[config.mk]
export PLATFORM = sky130hd
export DESIGN_NAME = uart_receiver
export DESIGN_NICKNAME = d
export VERILOG_FILES = /design/src/rtl/uart_pkg.sv /design/src/rtl/uart_sync_2ff.sv /design/src/rtl/uart_receiver.sv
export SDC_FILE = /design/constraint.sdc
export NUM_CORES = 1
export LEC_CHECK = 0
export CELL_PAD_IN_SITES_DETAIL_PLACEMENT = 0
export CELL_PAD_IN_SITES_GLOBAL_PLACEMENT = 1
export CORE_UTILIZATION = 42
export CTS_CLUSTER_DIAMETER = 50
export DETAILED_ROUTE_END_ITERATION = 8
export PLACE_DENSITY = 0.86
export SLEW_MARGIN = 10
export SYNTH_ARGS = -nofsm -noshare
export SYNTH_HDL_FRONTEND = slang
export SYNTH_SLANG_ARGS = --single-unit
[constraint.sdc]
create_clock -name PCLK -period 2.2 [get_ports PCLK]
set_clock_uncertainty 0.1 [all_clocks]
set_input_delay 0.44 -clock PCLK [delete_from_list [all_inputs] [get_ports PCLK]]
set_output_delay 0.44 -clock PCLK [all_outputs]
set_load 0.005 [all_outputs]
[src/rtl/uart_pkg.sv]
// uart_pkg: state encoding and constant helpers shared by the UART receiver and transmitter.
package uart_pkg;
  typedef enum logic [2:0] {
    ST_IDLE,
    ST_START,
    ST_DATA,
    ST_STOP,
    ST_BREAK
  } uart_state_e;

  function automatic int clks_per_bit(input int clk_freq, input int baud_rate);
    return clk_freq / baud_rate;
  endfunction

  // One spare bit so a counter can hold its terminal count without wrapping.
  function automatic int cnt_width(input int n);
    return $clog2(n) + 1;
  endfunction
endpackage

[src/rtl/uart_sync_2ff.sv]
// uart_sync_2ff: two-flop synchroniser for an asynchronous input that idles high.
module uart_sync_2ff (
  input  logic clk,
  input  logic rst_n,
  input  logic d,
  output logic q
);
  logic [1:0] sync_q;
  logic [1:0] sync_d;

  always_comb sync_d = {sync_q[0], d};

  always_ff @(posedge clk or negedge rst_n)
    if (!rst_n) sync_q <= 2'b11;
    else        sync_q <= sync_d;

  assign q = sync_q[1];
endmodule

[src/rtl/uart_receiver.sv]
// uart_receiver: 1-start / DATA_BITS / 1-stop serial receiver, LSB first, sampled mid-bit.
// A low stop bit flags a framing error and parks in BREAK until the line returns high.
module uart_receiver
  import uart_pkg::*;
#(
  parameter int BAUD_RATE = 9600,
  parameter int CLK_FREQ  = 100_000_000,
  parameter int DATA_BITS = 8
) (
  input  logic                 PCLK,
  input  logic                 PRESETn,
  input  logic                 rx_serial,
  output logic [DATA_BITS-1:0] rx_data,
  output logic                 rx_done,
  output logic                 rx_frame_err,
  output logic                 rx_busy
);
  localparam int CPB      = clks_per_bit(CLK_FREQ, BAUD_RATE);
  localparam int HALF_BIT = CPB / 2;
  localparam int CW       = cnt_width(CPB);
  localparam int BW       = cnt_width(DATA_BITS);
  localparam logic [CW-1:0] CPB_M1   = CW'(CPB - 1);
  localparam logic [CW-1:0] HALF_M1  = CW'(HALF_BIT - 1);
  localparam logic [BW-1:0] LAST_BIT = BW'(DATA_BITS - 1);

  uart_state_e          state_q, state_d;
  logic [CW-1:0]        clk_cnt_q, clk_cnt_d;
  logic [BW-1:0]        bit_cnt_q, bit_cnt_d;
  logic [DATA_BITS-1:0] shift_q, shift_d;
  logic [DATA_BITS-1:0] rx_data_q, rx_data_d;
  logic                 done_q, done_d;
  logic                 err_q, err_d;
  logic                 rx_s;
  logic                 half_tick, bit_tick, stop_sample;

  uart_sync_2ff u_sync (
    .clk  (PCLK),
    .rst_n(PRESETn),
    .d    (rx_serial),
    .q    (rx_s)
  );

  always_comb begin
    half_tick   = (state_q == ST_START) && (clk_cnt_q == HALF_M1);
    bit_tick    = (state_q == ST_DATA || state_q == ST_STOP) && (clk_cnt_q == CPB_M1);
    stop_sample = (state_q == ST_STOP) && bit_tick;
  end

  always_comb begin
    state_d = state_q;
    case (state_q)
      ST_IDLE:  if (!rx_s) state_d = ST_START;
      ST_START: if (half_tick) state_d = rx_s ? ST_IDLE : ST_DATA;
      ST_DATA:  if (bit_tick && bit_cnt_q == LAST_BIT) state_d = ST_STOP;
      ST_STOP:  if (bit_tick) state_d = rx_s ? ST_IDLE : ST_BREAK;
      ST_BREAK: if (rx_s) state_d = ST_IDLE;
      default:  state_d = ST_IDLE;
    endcase
  end

  // Counters restart at every phase boundary; IDLE and BREAK keep them parked at zero.
  always_comb begin
    clk_cnt_d = (state_q == ST_IDLE || state_q == ST_BREAK || half_tick || bit_tick)
                ? '0 : clk_cnt_q + 1'b1;
    bit_cnt_d = (state_q != ST_DATA) ? '0 : bit_cnt_q + BW'(bit_tick);
    shift_d   = (state_q == ST_DATA && bit_tick) ? {rx_s, shift_q[DATA_BITS-1:1]} : shift_q;
    rx_data_d = (stop_sample && rx_s) ? shift_q : rx_data_q;
    done_d    = stop_sample && rx_s;
    err_d     = stop_sample && !rx_s;
  end

  always_ff @(posedge PCLK or negedge PRESETn)
    if (!PRESETn) state_q <= ST_IDLE;
    else          state_q <= state_d;

  always_ff @(posedge PCLK or negedge PRESETn)
    if (!PRESETn) begin
      clk_cnt_q <= '0;
      bit_cnt_q <= '0;
      shift_q   <= '0;
    end else begin
      clk_cnt_q <= clk_cnt_d;
      bit_cnt_q <= bit_cnt_d;
      shift_q   <= shift_d;
    end

  always_ff @(posedge PCLK or negedge PRESETn)
    if (!PRESETn) begin
      rx_data_q <= '0;
      done_q    <= 1'b0;
      err_q     <= 1'b0;
    end else begin
      rx_data_q <= rx_data_d;
      done_q    <= done_d;
      err_q     <= err_d;
    end

  assign rx_data      = rx_data_q;
  assign rx_done      = done_q;
  assign rx_frame_err = err_q;
  assign rx_busy      = (state_q != ST_IDLE);
endmodule

==> results of run 1 <==
## power breakdown
group / switching, mW / internal [mW]
combinational: 0.0161 / 0.00418
sequential: 0.00184 / 0.775
clock: 0.293 / 0.236
## layout by cell type, fill, tap and decap left out, drive strengths merged, types with 3 or more instances in the layout
cell / count
nand2: 9
dfrtp: 40
nor2: 15
xnor2: 11
o2bb2ai: 3
nand3: 3
buf: 4
nor3: 14
nand4: 7
nor4: 4
clkbuf: 5
inv: 7
xor2: 4
and3: 3
clkdlybuf4s50: 12
and4bb: 4
mux2: 16
ha: 3
## metrics by stage
step	TNS (ns)	power [mW]
after floorplan	0	0.7933
after global placement	0	0.8119
after detailed placement	0	0.8131
after CTS	0	1.336
after global routing	-0.004525	1.376
final	0	1.325
## cell families after synthesis
group | synth area share
buffers and inverters | 0.01799
XOR/XNOR | 0.06748
flip-flops | 0.5411
adder cells (fa/ha/maj) | 0.01928
multiplexers | 0.09254
AO/OA/AOI/OAI | 0.03278
AND/OR/NAND/NOR | 0.2288
## registers in the layout, indices dropped and copies added, names as in the netlist
name and count:
state_q 3, rx_done 1, shift_q 8, bit_cnt_q 4, u_sync.sync_q 2, rx_data 8, rx_frame_err 1, clk_cnt_q 15
## cell type report
| cell class | count | area (um^2) |
|---|---|---|
| tap | 52 | 65.06 |
| multi-input combinational | 114 | 858.3 |
| sequential | 42 | 1054 |
| timing repair buffer | 16 | 147.6 |
| inverter | 4 | 15.01 |
| fill | 370 | 2180 |
| clock buffer | 5 | 68.82 |
| clock inverter | 3 | 26.28 |
## worst max-delay path, delay by kind of cell (launching register included)
| family | cells | cell delay [ns] |
|---|---|---|
| flops | 1 | 0.51 |
| buf+inv | 1 | 0.45 |
| simple gates | 2 | 0.32 |
## worst paths after layout
path / startpoint / end / slack, ns / cells past startpoint
worst max register to register: clk_cnt_q[0] / shift_q[0] / 0.17 / 5
worst max-delay path: state_q[1] / rx_busy / 0.09 / 3
min in group PCLK: u_sync.sync_q[0] / u_sync.sync_q[1] / 0.27 / 0
worst min register to register: u_sync.sync_q[0] / u_sync.sync_q[1] / 0.27 / 0
max in group asynchronous: PRESETn / u_sync.sync_q[0] / 1.54 / 2
worst min-delay path: PRESETn / clk_cnt_q[9] / 0.1 / 2
## metal layers
metal / vias up / track usage
met2: 28 / 0.2650
met4: 0 / 0.06000
met1: 639 / 0.2170
met5: - / 0
li1: 629 / -
met3: 6 / 0.03752
==> metrics.cfg, run 1 <==
[global_route]
initial_antenna_violation_count=0
largest_net_degree_at_the_start_of_global_routing=43
grt_first_pass_wirelength_um=6334
global_route.overflow_total=0
global_route.usage.total=0.1642
vias_in_the_first_global_route=1359

[routing]
route.detailed.wl_per_inst_um=15.11
detail_routed_via_count_per_cell=5.517
totalWireLength_um=3566
top_layer=met4
drt_iter0_markers=67
postRouteAntennaNets=0
detailroute.wirelength.met3_um=136
routedLengthMet1_um=1606
vias=1302
met2WireLength_um=1766
drt_pre_antenna_iters=4
drcViolationCount=0

[critical_path]
timing.critical_path.from_type=register
category_of_the_most_critical_setup_path=reg -> out
worst_ep_required_time_ns=1.66
cp_slowest_cell=dfrtp_1
worst_path_cell_chain=nor2_1, nand2_1, clkdlybuf4s50_1
end_kind=output port
worst-path-max-fanout=13
timing.critical_path.slowest_cell_delay_ns=0.51
arrival_ns=1.57

[sta]
final_critical_path_setup_slack_ns=0.08586
maxSlewHeadroom=0.2744
fin_hold_ws_ns=0.09519
finalCritPeriodShare=0.9610
fin_crit_ns=2.114
max_freq_ghz=0.4730
setup_viol_count_final=0
rsz0062_at_grt=true
timing.final.max_slew_violations=0
hold_violations=0
tightestPinTransition_ns=1.088

[power_and_ir_drop]
leakage_nw=1.014
power.density_cell_area_nw_per_um2=593.0
peakVddDrop_v=0.0004521

[yosys]
synth.most_common_cell=dfrtp_1
ys_top_cells_by_count=40 x dfrtp_1, 16 x mux2_2, 13 x nor2_1
netlist_area_before_placement_um2=1947
syn-num-nets=169
post_synth_num_cell_types=38
ys_async_sr_fraction=1.000
ys_seq_area_frac=0.5411
ys.warnings.count=0
synth_enable_flop_cells=0
netlist_top_cells_area=dfrtp_1 51%, mux2_2 9.3%, xnor2_1 4.9%, nor3_1 3.1%, dfstp_2 2.7%
flip_flop_and_latch_count_after_synthesis=42
netlist.top_cell.by_area=dfrtp_1
syn-mean-instance-area_um2=11.94
synth_top_flop_cell=dfrtp_1
postSynthCellCount=163
yosysTopAreaCellShare=0.5141

[clock_tree]
clk_latency_ns=0.30
clock_sink_count=42
cts_hold_buf=0
cts_htree_levels=2
cts_tree=done
ctsResizeCount=0
cts-root-to-sink-buffers=2
clk_transition_reported_paths_ns=0.09
clock_tree.root_cell=clkbuf_8
numCtsBuffers=5
post-cts-setup-buffer-count=0

[layout]
finalInstanceArea_um2=2235
instances_no_fill=236
num-nets-final=189
finalCoreUtilization=0.5062
antenna_diodes=0
final_layout_size_suffix_gt1_frac=0.2228
area_delta_synth_final_pct=14.78

[place]
placedCellCount=228
placedInstanceArea_um2=2140
io_buffers=13
dp.final_hpwl_um=2506
globalplace.congestion=0.8369
place_ws_ns=0.1258

[floorplanning]
num_io_pins=14
dieWidth_um=70.09
coreArea_um2=4414
initial_utilization=0.4410
row_count=24
die_height_um=70.09
dieArea_um2=4912

[hold_path]
worst_min_delay_path_class=in -> async

[run]
drv.max_cap_violation_count=0

[outcome]
run_status=completed

Power figures use the tool's default switching activity.
==> run 2, diff against run 1 <==
--- a/config.mk
+++ b/config.mk
@@ -11,7 +11,7 @@
 export CTS_CLUSTER_DIAMETER = 50
 export DETAILED_ROUTE_END_ITERATION = 8
 export PLACE_DENSITY = 0.86
-export SLEW_MARGIN = 10
+export REMOVE_ABC_BUFFERS = 1
 export SYNTH_ARGS = -nofsm -noshare
 export SYNTH_HDL_FRONTEND = slang
 export SYNTH_SLANG_ARGS = --single-unit
==> metrics.cfg, run 2 (synthesis results as in run 1) <==
[outcome]
run_status=completed

[layout]
layout_commonest_cell=dfrtp_1
final_cell_mix=40 x dfrtp_1, 16 x mux2_2, 12 x nor2_1, 12 x nor3_1, 12 x clkdlybuf4s50_1
finalCoreUtilization=0.5057
fillerInstances=382
total_area_of_multi_input_combinational_cells_um2=860.8
regMostFlops=clk_cnt_q
final_layout_size_suffix_gt1_frac=0.2283
num-nets-final=189
finalInstanceArea_um2=2232
seq_area_um2=1054
antenna_diodes=0
largest_reg_flops=15
area_delta_synth_final_pct=14.65

[power_and_ir_drop]
comb_power_share=0.016
peakVddDrop_v=0.0003055
share_clk_of_total_power=0.380
power.share.sequential=0.604
internal-power_mw=1.002
power.density_cell_area_nw_per_um2=575.9
switch_share=0.2209
leakage_nw=1.012
net_switching_power_uw=283.9

[clock_tree]
cts_htree_levels=2
cts_tree=done
clk_transition_reported_paths_ns=0.09
post-cts-setup-buffer-count=0
numCtsBuffers=5
ctsResizeCount=0
clock_sink_count=42
clock_tree.root_cell=clkbuf_8
cts_hold_buf=0
clk_latency_ns=0.30
cts-root-to-sink-buffers=2

[place]
io_buffers=13
place_ws_ns=0.1358
placedInstanceArea_um2=2140
dp.final_hpwl_um=2395
globalplace.congestion=0.8691

[floorplanning]
coreArea_um2=4414
num_io_pins=14
die_height_um=70.09
row_count=24
initial_utilization=0.4410
dieArea_um2=4912
dieWidth_um=70.09

[routing]
postRouteAntennaNets=0
drcViolationCount=0
totalWireLength_um=3415
drt_pre_antenna_iters=4
route.detailed.wl_per_inst_um=14.47
drt_iter0_markers=125
detail_routed_via_count_per_cell=5.534
vias=1306

[global_route]
global_route.overflow_total=0
grt_first_pass_wirelength_um=6078
vias_in_the_first_global_route=1290
largest_net_degree_at_the_start_of_global_routing=43
global_route.usage.total=0.1600
initial_antenna_violation_count=0

[run]
drv.max_cap_violation_count=0

[sta]
max_freq_ghz=0.4827
fin_hold_ws_ns=0.1015
tightestPinTransition_ns=1.121
fin_crit_ns=2.072
timing.final.max_slew_violations=0
final.setup.tns_ns=0
final_critical_path_setup_slack_ns=0.1282
finalCritPeriodShare=0.9417
maxSlewHeadroom=0.2527
rsz0062_at_grt=false
hold_violations=0
setup_viol_count_final=0

[critical_path]
timing.critical_path.buf_inv=1
end_kind=output port
family_of_cells_with_the_greatest_summed_delay_on_the_critical_path=flip-flops
cp_slowest_cell=dfrtp_1
category_of_the_most_critical_setup_path=reg -> out
timing.critical_path.from_type=register
arrival_ns=1.53
worst-path-max-fanout=13
timing.critical_path.slowest_cell_delay_ns=0.57
worst_path_cell_chain=nor2_2, nand2_1, clkdlybuf4s50_1
worst_ep_required_time_ns=1.66

[hold_path]
worst_min_delay_path_class=in -> async

-- run 2: worst reg2reg max path: stages, from the launching register on --
cell and delay (ns):
dfrtp_1 0.39, ha_1 0.24, and3_2 0.24, nand4_2 0.15, nor3_4 0.43, mux2_2 0.39
-- run 2: through the flow --
stage                     cells  power [mW]
after floorplan             160      0.7933
after global placement      228      0.8120
after detailed placement    228      0.8132
after CTS                   236       1.299
after global routing        236       1.340
final                       236       1.285
-- run 2: worst paths after layout --
check                                 start          endpoint  slack [ns]  cells past startpoint
max                              state_q[1]           rx_busy        0.13                      3
min                                 PRESETn      bit_cnt_q[2]        0.10                      2
max reg2reg                    clk_cnt_q[0]        rx_data[3]        0.15                      5
min reg2reg                u_sync.sync_q[0]  u_sync.sync_q[1]        0.26                      0
max in group asynchronous           PRESETn  u_sync.sync_q[0]        1.53                      2
min in group PCLK          u_sync.sync_q[0]  u_sync.sync_q[1]        0.26                      0
-- run 2: final cells by class --
type                       instances  area share
sequential                        42      0.4720
multi-input combinational        114      0.3857
timing repair buffer              16     0.06614
clock buffer                       5     0.03083
tap                               52     0.02915
clock inverter                     3    0.009529
inverter                           4    0.006726
-- run 2: per-layer routing --
| metal | up-vias | part of all wire | GRT usage |
|---|---|---|---|
| met5 | - | 0 | 0 |
| met4 | 0 | 0.023 | 0.08889 |
| met3 | 9 | 0.033 | 0.03896 |
| met2 | 28 | 0.46 | 0.2382 |
| met1 | 639 | 0.49 | 0.2145 |
| li1 | 630 | - | - |
-- run 2: power groups by stage --
| stage | combinational, mW | clock (mW) | sequential [mW] |
|---|---|---|---|
| 2_1_floorplan | 0.00205 | 0 | 0.791 |
| 3_3_place_gp | 0.0205 | 0 | 0.792 |
| 3_5_place_dp | 0.0215 | 0 | 0.792 |
| 4_1_cts | 0.0215 | 0.501 | 0.776 |
| 5_1_grt | 0.0241 | 0.539 | 0.777 |
| 6_report | 0.0201 | 0.489 | 0.776 |
==> run 3, diff against run 2 <==
--- a/config.mk
+++ b/config.mk
@@ -5,13 +5,15 @@
 export SDC_FILE = /design/constraint.sdc
 export NUM_CORES = 1
 export LEC_CHECK = 0
+export ABC_AREA = 1
 export CELL_PAD_IN_SITES_DETAIL_PLACEMENT = 0
 export CELL_PAD_IN_SITES_GLOBAL_PLACEMENT = 1
-export CORE_UTILIZATION = 42
+export CORE_UTILIZATION = 40
 export CTS_CLUSTER_DIAMETER = 50
 export DETAILED_ROUTE_END_ITERATION = 8
-export PLACE_DENSITY = 0.86
+export PLACE_DENSITY = 0.87
 export REMOVE_ABC_BUFFERS = 1
+export SLEW_MARGIN = 20
 export SYNTH_ARGS = -nofsm -noshare
 export SYNTH_HDL_FRONTEND = slang
 export SYNTH_SLANG_ARGS = --single-unit
==> metrics.cfg, run 3 <==
[routing]
met2WireLength_um=1712
totalWireLength_um=3754
routedLengthMet1_um=1872
postRouteAntennaNets=0
drt_pre_antenna_iters=4
drt_iter0_markers=106
drcViolationCount=0
route.detailed.wl_per_inst_um=11.01
detailroute.wirelength.met3_um=126
top_layer=met4
detail_routed_via_count_per_cell=4.566
vias=1557

[sta]
hold_violations=0
max_freq_ghz=0.5049
fin_hold_ws_ns=0.09992
final.setup.tns_ns=0
timing.final.max_slew_violations=0
maxSlewHeadroom=0.6495
tightestPinTransition_ns=0.5258
rsz0062_at_grt=false
final_critical_path_setup_slack_ns=0.2193
fin_crit_ns=1.981
setup_viol_count_final=0
finalCritPeriodShare=0.9003

[floorplanning]
die_height_um=75.27
coreArea_um2=5140
initial_utilization=0.4177
num_io_pins=14
row_count=26
dieWidth_um=75.27
dieArea_um2=5665

[critical_path]
worst_path_cell_chain=nor2_1, nand2_1, clkdlybuf4s50_1
end_kind=output port
category_of_the_most_critical_setup_path=reg -> out
rr_startpoint=clk_cnt_q[0]
setup.reg_to_reg.worst_slack_ns=0.33
family_of_cells_with_the_greatest_summed_delay_on_the_critical_path=flip-flops
cp_slowest_cell=dfrtp_1
timing.critical_path.slowest_cell_delay_ns=0.45
rr_worst_depth=9
r2r_end=bit_cnt_q[2]
timing.critical_path.from_type=register
worst-path-max-fanout=5
timing.critical_path.buf_inv=1
arrival_ns=1.44
worst_ep_required_time_ns=1.66

[layout]
final_layout_size_suffix_gt1_frac=0.1292
instances_no_fill=341
finalCoreUtilization=0.4701
num-nets-final=276
final_cell_mix=63 x nand2_1, 44 x nor2_1, 40 x dfrtp_1
total_area_of_multi_input_combinational_cells_um2=950.9
area_delta_synth_final_pct=12.53
largest_reg_flops=15
fillerInstances=531
layout_commonest_cell=nand2_1
antenna_diodes=0
seq_area_um2=1054
regMostFlops=clk_cnt_q
finalInstanceArea_um2=2416

[clock_tree]
clk_transition_reported_paths_ns=0.08
post-cts-setup-buffer-count=0
clock_tree.root_cell=clkbuf_8
numCtsBuffers=5
ctsResizeCount=0
cts_htree_levels=2
cts_hold_buf=0
cts_tree=done
clk_latency_ns=0.29
clock_sink_count=42
cts-root-to-sink-buffers=2

[place]
placedCellCount=333
dp.final_hpwl_um=2725
placedInstanceArea_um2=2330
place_ws_ns=0.3113
globalplace.congestion=0.7818
io_buffers=13

[yosys]
netlist_area_before_placement_um2=2147
ys_async_sr_fraction=1.000
synthAdderAreaFrac=0.01748
post_synth_num_cell_types=26
synth.most_common_cell=nand2_1
postSynthCellCount=252
ys_seq_area_frac=0.4907
synth_top_flop_cell=dfrtp_1
syn-mean-instance-area_um2=8.520
ys.warnings.count=0
netlist_top_cells_area=dfrtp_1 47%, nand2_1 11%, nor2_1 7.7%, inv_1 4.4%, nand3_1 3.7%
post_synth_and_or_nand_nor_area_fraction=0.3193
flip_flop_and_latch_count_after_synthesis=42
synth-compound-area-share=0.06119
netlist.top_cell.by_area=dfrtp_1
ys_top_cells_by_count=63 x nand2_1, 44 x nor2_1, 40 x dfrtp_1
yosysTopAreaCellShare=0.4662
post_synth_mux_area_share=0
main_combinational_cell_family_by_area_after_synthesis=simple AND/OR/NAND/NOR gates
synth_enable_flop_cells=0
synth_xor_area_frac=0.04487

[power_and_ir_drop]
switch_share=0.2174
report.power.total_mw=1.281
leakage_nw=1.141
power.density_cell_area_nw_per_um2=530.2
power.share.sequential=0.606
peakVddDrop_v=0.0002919
comb_power_share=0.016
share_clk_of_total_power=0.378
net_switching_power_uw=278.5
internal-power_mw=1.003

[global_route]
grt_first_pass_wirelength_um=6465
global_route.overflow_total=0
global_route.usage.total=0.1560
largest_net_degree_at_the_start_of_global_routing=43
initial_antenna_violation_count=0
vias_in_the_first_global_route=1398

[run]
drv.max_cap_violation_count=0

[hold_path]
worst_min_delay_path_class=in -> async

[outcome]
run_status=completed

-- run 3: power groups by stage --
stage / clock network (mW) / logic (mW) / registers (mW)
floorplan: 0 / 0.00207 / 0.791
finish: 0.484 / 0.0208 / 0.776
global placement: 0 / 0.0224 / 0.791
detailed placement: 0 / 0.0221 / 0.791
CTS: 0.509 / 0.0223 / 0.776
global route: 0.535 / 0.0252 / 0.776
-- run 3: worst reg2reg max path, cell delays in order, from the launching register on --
cell     delay [ns]
dfrtp_1        0.37
ha_1           0.23
nand3_2        0.15
nor2_1         0.19
nand2_1        0.09
a21oi_1        0.13
ha_1           0.19
ha_1           0.16
xnor2_1        0.12
nor2_1         0.05
-- run 3: cell type report --
class                           instances  share of cell area
Inverter                               28             0.04350
Sequential cell                        42              0.4360
Timing Repair Buffer                   14             0.05489
Clock inverter                          2            0.005697
Multi-Input combinational cell        179              0.3936
Clock buffer                            6             0.03004
Tap cell                               70             0.03625
-- run 3: worst max-delay path by stage --
stage                 startpoint  cells past startpoint            to  slack, ns
finish                state_q[1]                      3       rx_busy       0.22
global route          state_q[1]                      3       rx_busy       0.11
CTS                   state_q[1]                      3       rx_busy       0.19
detailed placement  clk_cnt_q[0]                      9  bit_cnt_q[2]       0.31
global placement    clk_cnt_q[0]                      9  bit_cnt_q[2]       0.37
floorplan           clk_cnt_q[0]                      9  bit_cnt_q[2]       0.44
-- run 3: cell families after synthesis --
logic type      Yosys count
simple gates            148
flops                    42
buf+inv                  31
compound gates           17
xor+xnor                 11
fa+ha+maj                 3
-- run 3: layer usage --
layer	GRT usage	vias up
met2	0.2322	23
met3	0.04016	4
met4	0.05556	0
met1	0.2208	703
met5	0	-
li1	-	827
==> RTL edit 1, RTL diff (config.mk and constraints of run 1) <==
Compare `bit_cnt_q` against `LAST_BIT` with >= in place of ==.
--- a/src/rtl/uart_receiver.sv
+++ b/src/rtl/uart_receiver.sv
@@ -51,7 +51,7 @@
     case (state_q)
       ST_IDLE:  if (!rx_s) state_d = ST_START;
       ST_START: if (half_tick) state_d = rx_s ? ST_IDLE : ST_DATA;
-      ST_DATA:  if (bit_tick && bit_cnt_q == LAST_BIT) state_d = ST_STOP;
+      ST_DATA:  if (bit_tick && bit_cnt_q >= LAST_BIT) state_d = ST_STOP;
       ST_STOP:  if (bit_tick) state_d = rx_s ? ST_IDLE : ST_BREAK;
       ST_BREAK: if (rx_s) state_d = ST_IDLE;
       default:  state_d = ST_IDLE;
Check against the original RTL: same outputs for any inputs over 10 cycles, from zero or initial values and one cycle with PRESETn low; that may be too few to reach the edited logic, so the function may still have changed.
==> RTL edit 1 against run 1 <==
  * The flow now finishes with violations (negative hold slack)
  * Sequential cell count did not move
  * Worst hold slack got worse by 0.10 ns
  * Cell area rose by 1.3%
  * Die area is 0.99% higher
  * Setup slack lost 0.018 ns
  * Synthesized area increased by 1.0%
  * Total power up 6.4%
  * Critical path depth down 1
  * Wire length shrank 1.5%
  * Critical path type unchanged
  * Highest routed layer unchanged
==> RTL edit 1: results (changes against run 1) <==
- Run status: finished with violations (was finished, final reports clean)
- Violated checks: negative hold slack
- Detailed router's first-iteration violation count: 94 (was 67)
- Reg clk slew, reported paths: 0.08 ns
- The average wire per cell in the routed design was 15.4 microns (was 15.1 microns).
- The count of TritonRoute iterations in the first routing pass came to 4 (unchanged).
- The worst hold slack is -0.00701 ns (was 0.0952 ns).
* Fraction of layout instances using a drive strength above 1: 0.216 (was 0.223)
* Accumulated negative setup slack: 0 ns (unchanged)
* Share of synthesized flip-flops with an asynchronous set or reset: 1.00 (unchanged)
- The reg-to-reg critical path startpoint is clk_cnt_q[0] (unchanged).
* Yosys top cell area share: 0.509 (was 0.514)
- Worst vdd rail ir drop: 0.000293 V (was 0.000452 V)
* Largest register FFs: 15 (unchanged)
* Antenna fix cells: 0 (unchanged)
- The synthesized netlist net count was 163 (was 169).
- Pre-CTS worst setup slack: 0.146 ns (was 0.126 ns)
- The level count of the clock H-tree came to 2 (unchanged).
* Leakage power of the design: 1.02 nW (was 1.01 nW)
- The logic depth of the worst register-to-register path is 7 (was 5).
- Number of global-route vias before repair: 1242 (was 1359)
- Critical Path Fanout Max: 6 (was 13)
- Count of nets after finishing: 181 (was 189)
* Root Driver: clkbuf_8 (unchanged)
- The design area came to 0.00226 sq mm (was 0.00223 sq mm).
- The routability congestion estimate was 0.820 (was 0.837).
- The number of hold violations in the final report is 3 (was 0).
- The class of the tightest hold or removal check was primary input to async pin (unchanged).
* Commonest cells post-synth: 40 x dfrtp_1, 16 x mux2_4, 14 x nor2_1 (was 40 x dfrtp_1, 16 x mux2_2, 13 x nor2_1)
- The routed via count came to 1279 (was 1302).
- Instance area at placement: 0.00213 sq mm (was 0.00214 sq mm)
- Sequential-to-total area share from yosys stat: 0.536 (was 0.541)
- The clock latency reported for the late side of the worst-skew pair is 0.30 ns (about the same).
* Register bank with the most flops: clk_cnt_q (unchanged)
* Total GRT Usage: 0.153 (was 0.164)
- Post-synth top flop: dfrtp_1 (unchanged)
- The half-perimeter wire length after placement was 2270 microns (was 2510 microns).
* Synth top area cells: dfrtp_1 51%, mux2_4 12%, xnor2_1 4.9% (was dfrtp_1 51%, mux2_2 9.3%, xnor2_1 4.9%)
- RR Endpoint: bit_cnt_q[1] (was shift_q[0])
* Global-route wire length before repair: 5790 microns (was 6330 microns)
- The initial antenna violation count is 0 (unchanged).
- Transition time of the tightest slew-check pin: 0.445 ns (was 1.09 ns)
- The maximum buffer depth of the clock tree was 2 (unchanged).
- Signal arrival time at the worst endpoint: 1.59 ns (was 1.57 ns)
- The maximum number of pins on one net before global-route repair is 43 (unchanged).
[RTL edit 1: cell count changes in the layout (fill, tap and decap cells not counted), moves of 3 or more]
| cell | delta |
|---|---|
| mux2_2 | -16 |
| o2bb2ai_1 | -3 |
| mux2_4 | +16 |
| inv_6 | -3 |
| nand2_1 | -4 |
[RTL edit 1: power by group]
group	internal, mW	switching (mW)
Sequential	0.775	0.00148
Combinational	0.00611	0.0158
Clock	0.339	0.274
Total	1.12	0.291
[RTL edit 1: timing repair]
item                       CTS  global route
setup buffers                0             3
gates resized for setup      1             0
setup endpoints to repair    1             1
hold buffers                 0             0
[RTL edit 1: area by class of cell]
cell class	instances	area (sq um)
Clock inverter	2	37.5
Timing Repair Buffer	19	183
Tap cell	52	65.1
Inverter	4	15.0
Fill cell	385	2150
Sequential cell	42	1050
Clock buffer	6	72.6
Multi-Input combinational cell	103	836
[RTL edit 1: kinds of logic after synthesis]
kind of cell | count (synthesis) | share of synthesized area
simple gates | 61 | 0.184
flops | 42 | 0.536
mux | 16 | 0.122
xor+xnor | 15 | 0.0668
buf+inv | 12 | 0.0407
compound gates | 8 | 0.0318
fa+ha+maj | 3 | 0.0191
[RTL edit 1: worst max path at each step]
stage | start | endpoint | slack (ns) | depth (start not counted)
6_report | state_q[1] | rx_busy | 0.07 | 2
5_1_grt | state_q[1] | rx_busy | 0.04 | 2
4_1_cts | state_q[1] | rx_busy | 0.03 | 2
3_5_place_dp | clk_cnt_q[0] | bit_cnt_q[1] | 0.15 | 7
3_3_place_gp | clk_cnt_q[0] | bit_cnt_q[1] | 0.20 | 7
2_1_floorplan | clk_cnt_q[0] | bit_cnt_q[1] | 0.006 | 9
[RTL edit 1: worst max-delay path: stages, from the launching register on]
cell,delay [ns]
dfrtp_2,0.45
or3_1,0.38
clkdlybuf4s50_1,0.46
[RTL edit 1: metal layers]
| metal | GRT usage | share of wire | routed length (microns) |
|---|---|---|---|
| met1 | 0.186 | 0.42 | 1490 |
| met2 | 0.249 | 0.51 | 1790 |
| met3 | 0.0563 | 0.042 | 149 |
| met5 | 0 | 0 | 0 |
| met4 | 0.0533 | 0.022 | 76 |
[RTL edit 1: through the flow]
step / total power [mW] / instances
floorplan: 0.792 / 157
global placement: 0.813 / 217
detailed placement: 0.815 / 217
CTS: 1.42 / 225
global route: 1.46 / 228
finish: 1.41 / 228
==> RTL edit 2, RTL diff (flow settings as in run 1) <==
Without the edit above. Change the parameter `DATA_BITS` from 8 to 12.
--- a/src/rtl/uart_receiver.sv
+++ b/src/rtl/uart_receiver.sv
@@ -5,7 +5,7 @@
 #(
   parameter int BAUD_RATE = 9600,
   parameter int CLK_FREQ  = 100_000_000,
-  parameter int DATA_BITS = 8
+  parameter int DATA_BITS = 12
 ) (
   input  logic                 PCLK,
   input  logic                 PRESETn,
Ports: changed (resized rx_data); port bits go from 14 to 18. No check against the original RTL was run, so the function may have changed too.
==> RTL edit 2 against run 1 <==
  * Sequential cell count is 9 higher
  * Cell area increased by 23%
  * Total power is 16% higher
  * Count of clock-buffer cells in the layout rose by 1
  * Setup slack improved by 0.013 ns
  * Critical endpoint unchanged
  * Non-clock buffer count increased by 15
  * Synthesized area is 19% higher
  * Sequential share of layout area fell by 0.58 points
  * Critical path depth down 1
  * Sequential power is 21% higher
  * Wire length up 13%
  * Highest routed layer unchanged
==> RTL edit 2: results (changes against run 1) <==
* Non-Clock Inverter Count: 1 (was 4)
* Largest net degree at the start of global routing: 31 (was 43)
- The share of cells above drive strength 1 is 0.306 (was 0.223).
- The sequential share of the synthesized area came to 0.552 (was 0.541).
* Cell count of the worst reg-to-reg path: 9 (was 5)
* Clock network area share: 0.0359 (was 0.0426)
- First element of the critical path: state_q[0] (was state_q[1])
- WL per Instance: 14.1 microns (was 15.1 microns)
* Detailed router's first-iteration violation count: 79 (was 67)
* Buffering overhead: 0.107 (was 0.0661)
- Leakage power of the design: 1.25 nW (was 1.01 nW)
* Worst-case headroom to the max-slew limit: 0.650 (was 0.274)
* Placed cell count: 275 (was 228)
- Die Width: 76.3 microns (was 70.1 microns)
- Worst hold-check slack: 0.00191 ns (was 0.0952 ns)
- The number of global-route vias before repair came to 1489 (was 1359).
- Sequential share of cell area: 0.466 (was 0.471)
* Clk pwr: 0.572 mW (was 0.528 mW)
- RR Endpoint: bit_cnt_q[4] (was shift_q[0])
* Seq cells post-synth: 51 (was 42)
* Period utilisation layout: 0.955 (was 0.961)
- The number of clock buffers inserted by TritonCTS came to 5 (unchanged).
* Port-buffer cells: 17 (was 13)
* Setup slack, reg-to-reg: 0.18 ns
- The internal power contribution came to 1.20 mW (was 1.01 mW).
- Pre-CTS worst setup slack: 0.118 ns (was 0.126 ns)
- The overall fraction of global-route tracks in use is 0.156 (was 0.164).
- The filler-free cell count of the finished design came to 286 (was 236).
- The number of filler cells placed in the layout is 463 (was 370).
- The biggest fanout along the worst timing path was 7 (was 13).
- Global-route wire length before repair: 7150 microns (was 6330 microns)
- Instance area at placement: 0.00263 sq mm (was 0.00214 sq mm)
- The synthesized netlist net count came to 191 (was 169).
- The worst-case vdd ir drop is 0.000471 V (was 0.000452 V).
- The average cell area after synthesis came to 12.5 sq um (was 11.9 sq um).
- The non-clock buffer instance count of the final layout is 31 (was 16).
* HPWL after detailed placement: 2820 microns (was 2510 microns)
- The area growth from synthesis to layout was 18.8% (was 14.8%).
* Placer's final routability congestion estimate: 0.836 (was 0.837)
- Total sequential power: 0.942 mW (was 0.776 mW)
- The post-synthesis cell type count came to 39 (was 38).
- Run status: finished, final reports clean (unchanged)
- The number of multi-input combinational cells came to 125 (was 114).
- Synth top area cells: dfrtp_1 53%, mux2_2 12%, xor2_1 3.8% (was dfrtp_1 51%, mux2_2 9.3%, xnor2_1 4.9%)
- The net count reported at finish is 221 (was 189).
- The vias per cell was 5.27 (was 5.52).
- # clk buffers: 6 (was 5)
* Commonest cells post-synth: 49 x dfrtp_1, 24 x mux2_2, 14 x nor2_1 (was 40 x dfrtp_1, 16 x mux2_2, 13 x nor2_1)
* Fraction of standard cell area in multi-input logic: 0.358 (was 0.384)
- The total net switching power was 0.336 mW (was 0.311 mW).
RTL edit 2: cell count changes after synthesis, sizes merged, moves of 5 or more:
| cell | before | now |
|---|---|---|
| buf | 2 | 7 |
| mux2 | 16 | 24 |
| xor2 | 4 | 10 |
| nand3 | 3 | 8 |
| xnor2 | 11 | 6 |
| dfrtp | 40 | 49 |
RTL edit 2: logic make-up (layout without fill, tap and decap cells):
family                     Yosys count  in the layout  share of synthesized area
adders and majority gates            3              3                     0.0162
DFF                                 51             51                      0.552
AOI/OAI and AO/OA                    8              8                     0.0238
buffers and inverters                9             40                     0.0238
and+or+nand+nor                     74             74                      0.207
muxes                               24             24                      0.117
xor gates and xnor gates            16             16                     0.0605
RTL edit 2: per-layer routing:
metal / part of all wire / track usage
met1: 0.48 / 0.216
met2: 0.47 / 0.237
met3: 0.026 / 0.0287
met4: 0.020 / 0.0712
met5: 0 / 0
RTL edit 2: worst max-delay path: stages, from the launching register on:
cell and delay [ns]:
dfrtp_2 0.47, or3_1 0.35, clkdlybuf4s50_1 0.44
